--- config.mk ---
export PLATFORM = sky130hd
export DESIGN_NAME = i2c_master_write_flat
export DESIGN_NICKNAME = d
export VERILOG_FILES = /design/src/rtl/i2c_pkg.sv /design/src/rtl/i2c_master_write_if.sv /design/src/rtl/i2c_tick_gen.sv /design/src/rtl/i2c_master_write.sv /design/src/flat_wrapper.sv
export SDC_FILE = /design/constraint.sdc
export NUM_CORES = 1
export LEC_CHECK = 0
export ABC_CLOCK_PERIOD_IN_PS = 2600
export BUFFER_PORTS_ARGS = -buffer_cell sky130_fd_sc_hd__buf_2
export CAP_MARGIN = 20
export CELL_PAD_IN_SITES_DETAIL_PLACEMENT = 1
export CELL_PAD_IN_SITES_GLOBAL_PLACEMENT = 1
export CORE_ASPECT_RATIO = 0.5
export CORE_UTILIZATION = 46
export CTS_BUF_LIST = sky130_fd_sc_hd__clkbuf_2
export DETAILED_ROUTE_END_ITERATION = 8
export PLACE_DENSITY_LB_ADDON = 0.1
export SLEW_MARGIN = 40
export SYNTH_ARGS = -nofsm -noshare
export SYNTH_HDL_FRONTEND = slang
export SYNTH_SLANG_ARGS = --single-unit
--- constraint.sdc ---
create_clock -name clk -period 2.6 [get_ports clk]
set_input_delay 0.26 -clock clk [delete_from_list [all_inputs] [get_ports clk]]
set_output_delay 0.26 -clock clk [all_outputs]
set_load 0.05 [all_outputs]
--- src/rtl/i2c_pkg.sv ---
// i2c_pkg: shared definitions for the single-byte I2C master write engine.
//   state_t     - bus sequencer states (also exported on the debug port)
//   PH_*        - quarter-bit phase encodings used inside a 4-tick bit cell
//   RW_WRITE    - R/W bit value appended to the 7-bit slave address
package i2c_pkg;

  typedef enum logic [2:0] {
    IDLE  = 3'd0,
    START = 3'd1,
    ADDR  = 3'd2,
    ACK1  = 3'd3,
    DATA  = 3'd4,
    ACK2  = 3'd5,
    STOP  = 3'd6,
    DONE  = 3'd7
  } state_t;

  // Quarter-bit phases of a bit cell.
  localparam logic [1:0] PH_SETUP  = 2'd0;  // SCL low, SDA may change
  localparam logic [1:0] PH_RISE   = 2'd1;  // SCL released
  localparam logic [1:0] PH_SAMPLE = 2'd2;  // SCL high, line stable
  localparam logic [1:0] PH_FALL   = 2'd3;  // SCL pulled low

  localparam logic RW_WRITE = 1'b0;

endpackage

--- src/rtl/i2c_master_write_if.sv ---
// i2c_master_write_if: request and open-drain bus signals of the write engine.
//   start, addr, data  - transaction request (controller -> engine)
//   sda_in             - sampled SDA line level (pad -> engine)
//   scl, sda_oe        - open-drain bus drive (engine -> pad); 1 on sda_oe pulls low
//   busy, done, ack_err- status (engine -> controller)
//
// Request handshake: the controller pulses start for one clk cycle. The
// engine accepts it only while idle (busy=0); acceptance is visible as busy
// rising on the following cycle. A start seen while busy=1 is dropped. The
// transaction ends with a single-cycle done pulse, coincident with busy
// falling; ack_err is valid from that pulse until the next accepted start.
interface i2c_master_write_if #(
  parameter int ADDR_W = 7
);
  logic              start;
  logic [ADDR_W-1:0] addr;
  logic [7:0]        data;
  logic              sda_in;
  logic              scl;
  logic              sda_oe;
  logic              busy;
  logic              done;
  logic              ack_err;

  modport master (
    input  start, addr, data, sda_in,
    output scl, sda_oe, busy, done, ack_err
  );

  modport slave (
    output start, addr, data, sda_in,
    input  scl, sda_oe, busy, done, ack_err
  );
endinterface

--- src/rtl/i2c_tick_gen.sv ---
// i2c_tick_gen: edge detector on the divided reference clock.
//   clk       - system clock
//   rst       - synchronous active-high reset
//   scl_ref_i - divided clock from the clock divider, synchronous to clk
//   tick_o    - one-cycle pulse per selected scl_ref edge
// TICK_BOTH_EDGES=1 ticks on every edge, 0 ticks on rising edges only.
module i2c_tick_gen #(
  parameter bit TICK_BOTH_EDGES = 1'b1
) (
  input  logic clk,
  input  logic rst,
  input  logic scl_ref_i,
  output logic tick_o
);

  logic scl_ref_q;

  always_ff @(posedge clk) begin
    if (rst) begin
      scl_ref_q <= 1'b0;
    end else begin
      scl_ref_q <= scl_ref_i;
    end
  end

  generate
    if (TICK_BOTH_EDGES) begin : g_both
      assign tick_o = scl_ref_i ^ scl_ref_q;
    end else begin : g_rise
      assign tick_o = scl_ref_i & ~scl_ref_q;
    end
  endgenerate

endmodule

--- src/rtl/i2c_master_write.sv ---
// i2c_master_write: single-byte I2C master write engine.
// Sequence: START, 7-bit address + W, ACK, one data byte, ACK, STOP.
// Every tick (edge of scl_ref) advances the sequencer one quarter-bit.
//   clk         - system clock, all logic on posedge
//   rst         - synchronous active-high reset; aborts and releases the bus
//   scl_ref     - divided clock from the clock divider
//   bus         - request/status/open-drain signals (master modport)
//   dbg_state_o - current sequencer state
module i2c_master_write
  import i2c_pkg::*;
#(
  parameter int ADDR_W          = 7,
  parameter bit TICK_BOTH_EDGES = 1'b1
) (
  input  logic                     clk,
  input  logic                     rst,
  input  logic                     scl_ref,
  i2c_master_write_if.master       bus,
  output state_t                   dbg_state_o
);

  logic tick;

  i2c_tick_gen #(
    .TICK_BOTH_EDGES(TICK_BOTH_EDGES)
  ) u_tick_gen (
    .clk      (clk),
    .rst      (rst),
    .scl_ref_i(scl_ref),
    .tick_o   (tick)
  );

  state_t        state_q;
  logic [1:0]    phase_q;
  logic [2:0]    bit_cnt_q;
  logic [ADDR_W:0] shift_q;   // byte on the wire, MSB first
  logic [7:0]    data_q;
  logic          scl_q;
  logic          sda_oe_q;
  logic          busy_q;
  logic          done_q;
  logic          ack_err_q;

  assign bus.scl     = scl_q;
  assign bus.sda_oe  = sda_oe_q;
  assign bus.busy    = busy_q;
  assign bus.done    = done_q;
  assign bus.ack_err = ack_err_q;
  assign dbg_state_o = state_q;

  always_ff @(posedge clk) begin
    if (rst) begin
      state_q   <= IDLE;
      phase_q   <= PH_SETUP;
      bit_cnt_q <= 3'd7;
      shift_q   <= '0;
      data_q    <= '0;
      scl_q     <= 1'b1;
      sda_oe_q  <= 1'b0;
      busy_q    <= 1'b0;
      done_q    <= 1'b0;
      ack_err_q <= 1'b0;
    end else begin
      done_q <= 1'b0;
      case (state_q)
        // Acceptance does not wait for a tick.
        IDLE: begin
          if (bus.start) begin
            shift_q   <= {bus.addr, RW_WRITE};
            data_q    <= bus.data;
            ack_err_q <= 1'b0;
            busy_q    <= 1'b1;
            phase_q   <= PH_SETUP;
            bit_cnt_q <= 3'd7;
            state_q   <= START;
          end
        end

        // Two ticks: SDA falls with SCL high, then SCL falls.
        START: begin
          if (tick) begin
            if (phase_q == PH_SETUP) begin
              sda_oe_q <= 1'b1;
              phase_q  <= PH_RISE;
            end else begin
              scl_q     <= 1'b0;
              phase_q   <= PH_SETUP;
              bit_cnt_q <= 3'd7;
              state_q   <= ADDR;
            end
          end
        end

        // SDA only changes in PH_SETUP, where SCL is low.
        ADDR, DATA: begin
          if (tick) begin
            phase_q <= phase_q + 2'd1;
            case (phase_q)
              PH_SETUP: sda_oe_q <= ~shift_q[bit_cnt_q];
              PH_RISE:  scl_q    <= 1'b1;
              PH_FALL: begin
                scl_q <= 1'b0;
                if (bit_cnt_q == 3'd0) begin
                  bit_cnt_q <= 3'd7;
                  state_q   <= (state_q == ADDR) ? ACK1 : ACK2;
                end else begin
                  bit_cnt_q <= bit_cnt_q - 3'd1;
                end
              end
              default: ;
            endcase
          end
        end

        // ack_err is clear on entry to ACK1, and can only be clear on entry
        // to ACK2, so it doubles as the sampled NACK flag for this slot.
        ACK1, ACK2: begin
          if (tick) begin
            phase_q <= phase_q + 2'd1;
            case (phase_q)
              PH_SETUP:  sda_oe_q <= 1'b0;
              PH_RISE:   scl_q    <= 1'b1;
              PH_SAMPLE: begin
                if (bus.sda_in) begin
                  ack_err_q <= 1'b1;
                end
              end
              PH_FALL: begin
                scl_q <= 1'b0;
                if (state_q == ACK1 && !ack_err_q) begin
                  shift_q <= data_q;
                  state_q <= DATA;
                end else begin
                  state_q <= STOP;
                end
              end
              default: ;
            endcase
          end
        end

        // SDA low, SCL released, then SDA rises while SCL is high.
        STOP: begin
          if (tick) begin
            phase_q <= phase_q + 2'd1;
            case (phase_q)
              PH_SETUP:  sda_oe_q <= 1'b1;
              PH_RISE:   scl_q    <= 1'b1;
              PH_SAMPLE: sda_oe_q <= 1'b0;
              PH_FALL:   state_q  <= DONE;
              default: ;
            endcase
          end
        end

        DONE: begin
          done_q  <= 1'b1;
          busy_q  <= 1'b0;
          phase_q <= PH_SETUP;
          state_q <= IDLE;
        end

        default: state_q <= IDLE;
      endcase
    end
  end

endmodule

--- src/flat_wrapper.sv ---
// flat-port wrapper written by rule: the top's interface ports become plain ports
module i2c_master_write_flat import i2c_pkg::*;
#(
  parameter int ADDR_W          = 7,
  parameter bit TICK_BOTH_EDGES = 1'b1
)
  (clk, rst, scl_ref, dbg_state_o, bus_start, bus_addr, bus_data, bus_sda_in, bus_scl, bus_sda_oe, bus_busy, bus_done, bus_ack_err);
  i2c_master_write_if #(.ADDR_W(ADDR_W)) bus_i ();
  input  logic clk;
  input  logic rst;
  input  logic scl_ref;
  output state_t dbg_state_o;
  input wire logic [$bits(bus_i.start)-1:0] bus_start;
  input wire logic [$bits(bus_i.addr)-1:0] bus_addr;
  input wire logic [$bits(bus_i.data)-1:0] bus_data;
  input wire logic [$bits(bus_i.sda_in)-1:0] bus_sda_in;
  output wire logic [$bits(bus_i.scl)-1:0] bus_scl;
  output wire logic [$bits(bus_i.sda_oe)-1:0] bus_sda_oe;
  output wire logic [$bits(bus_i.busy)-1:0] bus_busy;
  output wire logic [$bits(bus_i.done)-1:0] bus_done;
  output wire logic [$bits(bus_i.ack_err)-1:0] bus_ack_err;
  assign bus_i.start = bus_start;
  assign bus_i.addr = bus_addr;
  assign bus_i.data = bus_data;
  assign bus_i.sda_in = bus_sda_in;
  assign bus_scl = bus_i.scl;
  assign bus_sda_oe = bus_i.sda_oe;
  assign bus_busy = bus_i.busy;
  assign bus_done = bus_i.done;
  assign bus_ack_err = bus_i.ack_err;
  i2c_master_write #(.ADDR_W(ADDR_W), .TICK_BOTH_EDGES(TICK_BOTH_EDGES)) u_core (.clk(clk), .rst(rst), .scl_ref(scl_ref), .bus(bus_i), .dbg_state_o(dbg_state_o));
endmodule
==> results.md <==
- RSZ-0062 raised after global routing: no
- Final ANT Viol Nets: 0
- Mean cell area of the mapped netlist: 8.04 um2
- Count of max-cap constraint violations: 0
- Crit path time final: 2.16 ns
- Summed instance area of the synthesized netlist: 1620 um2
- Kind of capture point of the worst setup path: register
- Fraction of registers with async set/reset: 0%
- Number of global-route vias before repair: 1620
- Status: finished, final reports clean
- Launching element type of the critical path: register
- Most frequent cell after synthesis: nand2_1
- Share of the synthesized area in the top cell type: 37.0%
- Final net count: 258
- TritonCTS buffer count: 5
- End point of the critical path: u_core.shift_q[1]$_SDFFE_PP0P_
- Largest net degree at the start of global routing: 30
- Most frequently used flop master after synthesis: dfxtp_1
- Buffer count from post-CTS setup fixing: 0
- Die height: 44.0 um
- Met3 wire len: 235 um
- YS warnings: 0
- Post-route standard cell area excluding fillers: 1850 um2
- Count of endpoints failing hold in the final timing report: 0
- Number of nets in the synthesized netlist: 228
- Static power due to leakage: 0.792 nW
- Max VDD drop: 245 uV
- Required time of the worst setup path: 2.89 ns
- Initial antenna violation count: 0
- Post-route clock skew: 0.0221 ns
- Count of flip-flops with a built-in enable after synthesis: 0
- Filler cell count in the final layout: 412
- Ratio of cells with drive above 1 in the final layout: 20.3%
- Leading post-synthesis cells by cell area: dfxtp_1, nand2_1, nor2_1, a21oi_1, ha_1
- Overall power consumption: 1.03 mW
- Placed cell area: 1810 um2
- Distinct cell type count after synthesis: 44
- Initial Util: 51.2%
- Crit-path cells: nand2_1 > or4b_4 > a21oi_4 > nor2_1 > a311oi_2
- Met2 WL: 2140 um
- Largest area contributor in the netlist: dfxtp_1
- Die X-Extent: 86.0 um
- Detailed-route via count: 1603
- CP max FO: 16
- CTS clk-pin slew, worst paths: 0.16 ns
- Detailed-route DRC error count: 0
- Max stage delay cell, worst path: dfxtp_1
- Main combinational cell family by area after synthesis: simple AND/OR/NAND/NOR gates
- Clock root buffer: clkbuf_2
- Hold Path Origin: bus_data[7]
- Final Instance Count excl. Fillers: 280
- Total number of placement rows: 14
- CTS tree: yes
- Count of inserted antenna diode cells: 0
- Highest achievable clock rate: 0.463 GHz
- Worst setup path startpoint: u_core.dbg_state_o[1]$_SDFFE_PP0P_
- 1st-pass router iterations: 4
- End of the worst register-to-register path: u_core.shift_q[1]$_SDFFE_PP0P_
- Floorplan core area: 3170 um2
- Instance count after placement with tap cells included: 273
- Global-route wire length before repair: 7490 um
- Sinks on the clock net: 30
- Multi-input gate area in the final layout: 940 um2
- Number of instances in the synthesized netlist: 202
- Routability congestion estimate from global placement: 0.892
- Arrival time reported for the critical path endpoint: 2.45 ns
- Remaining max-slew budget at the tightest pin: 62.3%
- Total I/O pin count: 28
- Cell area power density: 559 nW/um2
- Wirelength per Cell: 16.2 um
- Total negative slack for setup checks: 0 ns
- First-iteration detailed-routing DRC count: 78
- CP max stage delay: 0.58 ns
- Overall track demand over capacity in global routing: 26.7%
- Post-detailed-placement half-perimeter wirelength: 3400 um
- Number of slew-limit violations in the final report: 0
- Die footprint: 3790 um2
- Number of gates resized after CTS: 0
- Max Used Layer: met4
- Compound-gate portion of the synthesized area: 20.9%
- Reg area: 601 um2
- Synth Area in Adders: 4.62%
- Class of the most critical hold timing path: in -> reg
- Length in cells of the worst reg-to-reg path: 5
- Post-synthesis to final-layout area growth: 13.9%
- Setup violations, final: 0
- End-of-flow core utilization: 58.3%
- Beginning of the worst register-to-register path: u_core.dbg_state_o[1]$_SDFFE_PP0P_
- H-tree depth: 2
- List of most frequent post-synthesis cells: nand2_1, dfxtp_1, nor2_1, a21oi_1, nand3_1
- Total of buffers placed on input and output ports: 27
- Post-synthesis mux area share: 4.62%
- Post-synthesis xor/xnor area fraction: 2.70%
- Sum of routed wire segments on met1: 2040 um
- Slew at the pin closest to its max-slew limit: 0.565 ns
- Hold buffer count at cts: 0
- Average vias per placed instance: 5.73
- Worst-Skew Late Latency: 0.39 ns
- R2r setup slk: 0.44 ns
- Simple-gate share of the synthesized area: 25.0%
- Critical path type: reg -> reg
- Wire length after detailed routing: 4530 um
- Longest Clk Path Bufs: 2
- FF+latch count, synth: 30
- Total congestion overflow: 0
- Final period util: 83.1%
- Sequential share of the synthesized area: 37.0%
[power by group]
part	total (mW)	leakage, nW	internal (mW)	switching, mW
Combinational	0.282	0.517	0.0999	0.182
Sequential	0.523	0.246	0.497	0.0254
Clock	0.228	0.0286	0.0581	0.170
[sequential cells by signal (all words and copies together) (netlist names)]
| signal | count |
|---|---|
| u_core.data_q | 8 |
| u_core.phase_q | 2 |
| u_core.bus.done | 1 |
| u_core.dbg_state_o | 3 |
| u_core.u_tick_gen.scl_ref_q | 1 |
| u_core.bit_cnt_q | 3 |
| u_core.bus.ack_err | 1 |
| u_core.bus.busy | 1 |
| u_core.bus.sda_oe | 1 |
| u_core.shift_q | 8 |
| u_core.bus.scl | 1 |
[layout make-up]
cell class              count  share of cell area, %
multi-input cells         153                   50.8
flip-flops and latches     30                   32.5
repair buffers             33                   9.74
well taps                  48                   3.25
inverters                   9                   1.83
clock buffers               5                   1.35
clock inverters             2                  0.541
[how the worst min path moves through the flow]
stage	depth (start not counted)	end
after global placement	2	u_core.data_q[7]$_SDFFE_PP0P_
after global routing	3	u_core.data_q[1]$_SDFFE_PP0P_
final	3	u_core.data_q[7]$_SDFFE_PP0P_
after floorplan	1	u_core.u_tick_gen.scl_ref_q$_SDFF_PP0_
after CTS	3	u_core.data_q[3]$_SDFFE_PP0P_
after detailed placement	2	u_core.data_q[7]$_SDFFE_PP0P_
[worst max-delay path, delay by kind of cell (launching register included)]
| kind | cells | cell delay (ns) |
|---|---|---|
| DFF | 1 | 0.58 |
| and+or+nand+nor | 3 | 0.83 |
| AOI/OAI and AO/OA | 2 | 0.65 |
[placed cells by master, fill, tap and decap left out, types with 4 or more instances in the layout]
cell | synthesis | final
nand3_1 | 10 | 10
a31oi_1 | 4 | 4
nor3_1 | 5 | 5
a21oi_1 | 17 | 17
buf_4 | 1 | 6
inv_1 | 9 | 9
nand2_1 | 34 | 34
buf_2 | 1 | 27
nor2_1 | 23 | 23
o21ai_0 | 8 | 8
ha_1 | 6 | 6
clkbuf_2 | 0 | 5
a311oi_1 | 5 | 5
dfxtp_1 | 30 | 30
[routing by layer]
| metal | track usage [%] | vias to the layer above |
|---|---|---|
| met5 | 0 | - |
| met3 | 8.96 | 13 |
| li1 | - | 775 |
| met1 | 31.5 | 770 |
| met4 | 8.67 | 0 |
| met2 | 47.0 | 45 |
[cell families (layout without fill, tap and decap cells)]
family | Yosys count | count (layout)
muxes | 5 | 5
xor gates and xnor gates | 5 | 5
AOI/OAI and AO/OA | 49 | 49
buffers and inverters | 19 | 49
and+or+nand+nor | 88 | 88
adders and majority gates | 6 | 6
DFF | 30 | 30
[per-stage QoR]
stage	setup slack, ns	hold slack, ns
2_1_floorplan	0.394	0.388
3_3_place_gp	0.650	0.447
3_5_place_dp	0.496	0.457
4_1_cts	0.467	0.0880
5_1_grt	0.302	0.0771
6_report	0.440	0.101
Power figures use the tool's default switching activity.
